## src/rtl/ifetch.sv

```systemverilog
// Instruction fetch stage for the venus pipeline.
// Holds the word-addressed program counter, issues reads to a synchronous
// instruction ROM, and hands one instruction per cycle to decode. A one-entry
// skid buffer catches the word already in flight when decode stalls.
// Branch redirects from execute squash every word still in flight.
module ifetch #(
   parameter int                ADDR_W   = 16,
   parameter logic [ADDR_W-1:0] RESET_PC = '0
) (
   input  logic              clk,
   input  logic              rst,
   input  logic              stall_i,
   input  logic              redirect_i,
   input  logic [ADDR_W-1:0] redirect_pc_i,
   output logic              imem_en_o,
   output logic [ADDR_W-1:0] imem_addr_o,
   input  logic [31:0]       imem_data_i,
   output logic [31:0]       inst_o,
   output logic [ADDR_W-1:0] pc_o,
   output logic              valid_o
);

   // Fetch state: next address to issue, plus the read issued last cycle.
   // When req_v is set, imem_data_i carries the word for req_pc.
   logic [ADDR_W-1:0] pc_q;
   logic              req_v;
   logic [ADDR_W-1:0] req_pc;

   // One-entry skid buffer for the word that lands while decode is stalled.
   logic              skid_v;
   logic [31:0]       skid_inst;
   logic [ADDR_W-1:0] skid_pc;

   // A new read goes out only when nothing is holding the front end back.
   // Reset keeps the ROM quiet so nothing is requested from a stale PC.
   always_comb begin
      imem_en_o   = !rst && !stall_i && !redirect_i;
      imem_addr_o = pc_q;
   end

   // PC and in-flight request tracking: a redirect reloads the PC, a stall
   // freezes it, and otherwise the current PC is issued and advanced. The
   // increment wraps at 2^ADDR_W.
   always_ff @(posedge clk or posedge rst) begin
      if (rst) begin
         pc_q   <= RESET_PC;
         req_v  <= 1'b0;
         req_pc <= '0;
      end else if (redirect_i) begin
         pc_q  <= redirect_pc_i;
         req_v <= 1'b0;
      end else if (stall_i) begin
         req_v <= 1'b0;
      end else begin
         pc_q   <= pc_q + ADDR_W'(1);
         req_v  <= 1'b1;
         req_pc <= pc_q;
      end
   end

   // Skid buffer: catch the returning word on a stall, drain it on the
   // first free cycle, and throw it away on a redirect.
   always_ff @(posedge clk or posedge rst) begin
      if (rst) begin
         skid_v    <= 1'b0;
         skid_inst <= 32'h0;
         skid_pc   <= '0;
      end else if (redirect_i) begin
         skid_v <= 1'b0;
      end else if (stall_i) begin
         if (req_v) begin
            skid_v    <= 1'b1;
            skid_inst <= imem_data_i;
            skid_pc   <= req_pc;
         end
      end else begin
         skid_v <= 1'b0;
      end
   end

   // Output register towards decode: the skid word has priority over the
   // live ROM data because it is older. A redirect drops valid but keeps the
   // last word and PC visible, and a stall holds everything.
   always_ff @(posedge clk or posedge rst) begin
      if (rst) begin
         inst_o  <= 32'h0;
         pc_o    <= '0;
         valid_o <= 1'b0;
      end else if (redirect_i) begin
         valid_o <= 1'b0;
      end else if (!stall_i) begin
         if (skid_v) begin
            inst_o  <= skid_inst;
            pc_o    <= skid_pc;
            valid_o <= 1'b1;
         end else if (req_v) begin
            inst_o  <= imem_data_i;
            pc_o    <= req_pc;
            valid_o <= 1'b1;
         end else begin
            valid_o <= 1'b0;
         end
      end
   end

   // A stall cycle never issues, so a full skid buffer and a live ROM word
   // can never coexist; if they do, a word would be lost.
   skidNeverOverrun: assert property (@(posedge clk) disable iff (rst) !(req_v && skid_v));

endmodule

```

## config.mk

```make
export PLATFORM = sky130hd
export DESIGN_NAME = ifetch
export DESIGN_NICKNAME = d
export VERILOG_FILES = /design/src/rtl/ifetch.sv
export SDC_FILE = /design/constraint.sdc
export NUM_CORES = 1
export LEC_CHECK = 0
export CORE_ASPECT_RATIO = 0.75
export CORE_MARGIN = 5
export CORE_UTILIZATION = 35
export DETAILED_ROUTE_END_ITERATION = 10
export PLACE_DENSITY = 0.62
export SETUP_SLACK_MARGIN = 0.2
export SYNTH_ARGS = -nofsm -noshare
export SYNTH_HDL_FRONTEND = slang
export SYNTH_SLANG_ARGS = --single-unit
```

## constraint.sdc

```tcl
create_clock -name clk -period 11.36 [get_ports clk]
set_input_delay 2.84 -clock clk [delete_from_list [all_inputs] [get_ports clk]]
set_output_delay 2.84 -clock clk [all_outputs]
set_load 0.05 [all_outputs]
```

==> flow_metrics.py <==
metrics = {
    "timing": {
        "fin_ws_ns": 3.946,
        "slew_headroom_pct": 34.77,
        "period_share_pct": 65.26,
        "finalSetupViolations": 0,
        "setup_tns_ns": 0,
        "finalHoldViolations": 0,
        "hold_ws_ns": 0.4870,
        "clock_skew_ns": 0.006962,
        "worst_pin_slew_ns": 0.9785,
        "fmaxAchievable_ghz": 0.1349,
        "slew_viol_final": 0,
        "rsz0062_at_grt": "no",
        "fin_crit_ns": 7.414,
    },
    "setup_path": {
        "worst_path_max_delay_cell": "clkdlybuf4s50_1",
        "worstPathArrival_ns": 4.57,
        "crit_buf_inv": 2,
        "startpoint_type": "input pin",
        "cpMostUsedCell": "clkdlybuf4s50_1",
        "crit_type": "input pin to output pin",
        "crit_required_ns": 8.52,
        "crit_family": "buffers and inverters",
        "cp-end-kind": "output pin",
        "path_cells": "clkdlybuf4s50_1 -> nor3_1 -> clkdlybuf4s50_1",
        "slowest_delay_ns": 0.83,
        "r2r_setup_slack_ns": 9.62,
        "critPathMaxFanout": 10,
    },
    "final_layout": {
        "fin_util_pct": 47.18,
        "instances_no_fill": 790,
        "num-nets-final": 620,
        "drive_gt1_share_pct": 18.10,
        "design_area_um2": 7508,
        "area_growth_pct": 32.85,
        "antenna_cells": 0,
    },
    "pwr": {
        "switching_share_pct": 33.29,
        "p_leak_nw": 3.065,
        "finalPower_mw": 1.565,
        "switching_power_mw": 0.5211,
        "p_clk_share_pct": 31.1,
        "powerDensity_nw_per_um2": 208.5,
        "seq_power_share_pct": 40.8,
        "peakVddDrop_mv": 0.1014,
        "p_int_mw": 1.044,
        "power_frac_comb_pct": 28.1,
    },
    "logic_synthesis": {
        "ys_top_cells_by_area": "dfrtp_1 58%, mux2_2 12%, mux2i_1 8.7%, a21oi_1 4.3%, nor2_1 3.5%",
        "synthArstFlopShare_pct": 100.0,
        "netlist.area_leader.share_pct": 58.00,
        "synth_flop_cell": "dfrtp_1",
        "synthDistinctLibCells": 38,
        "yosysMostFrequentCell": "dfrtp_1",
        "synth_cells": 454,
        "synth_area_leader_cell": "dfrtp_1",
        "syn_avg_cell_area_um2": 12.45,
        "synthTopCellsByCount": "131 x dfrtp_1, 61 x mux2_2, 53 x nor2_1, 49 x mux2i_1, 48 x a21oi_1",
        "synth_fp_nets": 507,
        "synth_edf_count": 0,
        "ys_seq_elements": 131,
        "seq_area_frac_synth_pct": 58.00,
        "synth-warning-count": 0,
        "syn_area_um2": 5652,
    },
    "global_routing": {
        "grt_use_met2_pct": 20.61,
        "grt_pass1_vias": 3987,
        "gr-usage-met3_pct": 4.470,
        "grt_overflow": 0,
        "grt_max_degree": 98,
        "met1_usage_pct": 19.76,
        "antenna_found_initial": 0,
        "top_usage_layer": "met2",
        "grt.total_usage_pct": 14.08,
        "grt_pass1_wl_um": 20900,
    },
    "placed_design": {
        "place_area_um2": 6980,
        "dp.cells": 758,
        "dp_hpwl_um": 8360,
        "port_buffers": 117,
        "post-place-ws_ns": 3.940,
        "gp_congestion": 0.7616,
    },
    "die": {
        "chipWidth_um": 156.7,
        "fp.dieH_um": 120.1,
        "top_level_ports": 118,
        "die_area_um2": 18820,
        "start_util_pct": 35.51,
        "num_rows": 40,
        "core_um2": 15920,
    },
    "clock_network": {
        "clk_latency_ns": 0.42,
        "cts_tree": "yes",
        "cts_sinks": 131,
        "cts_buffers": 17,
        "post_cts_resized": 0,
        "path_clk_slew_ns": 0.05,
        "cts-root-buf": "clkbuf_16",
        "postCtsSetupBuffers": 0,
        "ctsHoldBuffers": 0,
        "h-tree-depth": 4,
        "clock_path_buffers": 2,
    },
    "run": {
        "maxCapViolCount": 0,
    },
    "routing": {
        "drtIter0Drc": 159,
        "drc": 0,
        "first_pass_iters": 6,
        "dr_total_vias": 3782,
        "routed_via_density": 4.787,
        "post_drt_wl_per_cell_um": 16.01,
        "drt_wl_total_um": 12650,
        "final_antenna_net_count": 0,
    },
    "run_status": {
        "outcome": "finished, final reports clean",
    },
    "worst_hold_path": {
        "hold_class": "flip-flop to flip-flop",
    },
}
## registers in the layout, indices dropped and copies added (netlist names), 16 cells and up
register / flops
inst_o: 32
skid_pc: 16
imem_addr_o: 16
req_pc: 16
skid_inst: 32
pc_o: 16
## kinds of logic after synthesis
logic type	count (synthesis)	share of synthesized area (%)
DFF	131	58.00
muxes	113	21.43
and+or+nand+nor	99	9.276
AOI/OAI and AO/OA	66	6.066
buffers and inverters	31	2.989
xor gates and xnor gates	13	2.015
adders and majority gates	1	0.2214
## layout make-up
class	instances	area, µm²
Clock buffer	27	503.0
Clock inverter	5	25.02
Fill cell	1451	8407
Inverter	3	16.27
Multi-Input combinational cell	292	2213
Sequential cell	131	3279
Tap cell	210	262.8
Timing Repair Buffer	122	1209
## layer usage
metal | share of wire (%) | vias to the layer above
met5 | 0 | -
met2 | 44 | 88
met1 | 49 | 1858
met3 | 5.4 | 15
li1 | - | 1821
met4 | 1.4 | 0
## worst register-to-register path, stage by stage (launching register included)
cell and delay (ns):
dfrtp_1 0.36, nor2_1 0.09, nor3_4 0.10, buf_4 0.75, nor2_1 0.19, a21oi_1 0.17
## power by group through the flow
| stage | logic, mW | clock network [mW] | registers, mW |
|---|---|---|---|
| 2_1_floorplan | 0.132 | 0 | 0.797 |
| 3_3_place_gp | 0.438 | 0 | 0.641 |
| 3_5_place_dp | 0.445 | 0 | 0.647 |
| 4_1_cts | 0.447 | 0.502 | 0.640 |
| 5_1_grt | 0.469 | 0.520 | 0.652 |
| 6_report | 0.440 | 0.487 | 0.638 |
## layout by cell type (no fill, tap or decap), types with 2 or more instances in the layout
| cell | synthesis | final |
|---|---|---|
| a21oi_1 | 48 | 48 |
| buf_4 | 3 | 5 |
| clkbuf_1 | 7 | 6 |
| clkbuf_16 | 0 | 17 |
| clkbuf_8 | 0 | 4 |
| clkdlybuf4s50_1 | 0 | 117 |
| clkinv_2 | 0 | 5 |
| dfrtp_1 | 131 | 130 |
| inv_1 | 3 | 2 |
| mux2_1 | 3 | 3 |
| mux2_2 | 61 | 61 |
| mux2i_1 | 49 | 49 |
| nand2_1 | 20 | 19 |
| nand3_1 | 3 | 3 |
| nand4_1 | 2 | 2 |
| nor2_1 | 53 | 53 |
| nor2b_1 | 2 | 2 |
| nor3_1 | 5 | 5 |
| nor4_2 | 3 | 3 |
| o21ai_0 | 11 | 11 |
| o21ai_1 | 3 | 3 |
| xnor2_1 | 9 | 9 |
| xor2_1 | 4 | 4 |
## final timing paths
path / to / cells past startpoint / startpoint
worst min-delay path: skid_inst[0] / 1 / skid_inst[0]
worst max-delay path: imem_en_o / 3 / stall_i
min in group asynchronous: imem_addr_o[5] / 2 / rst
max in group asynchronous: skid_v / 3 / rst
worst max register to register: inst_o[20] / 5 / req_v
worst min register to register: skid_inst[0] / 1 / skid_inst[0]
Note: power is estimated with default switching activity, not from simulation.
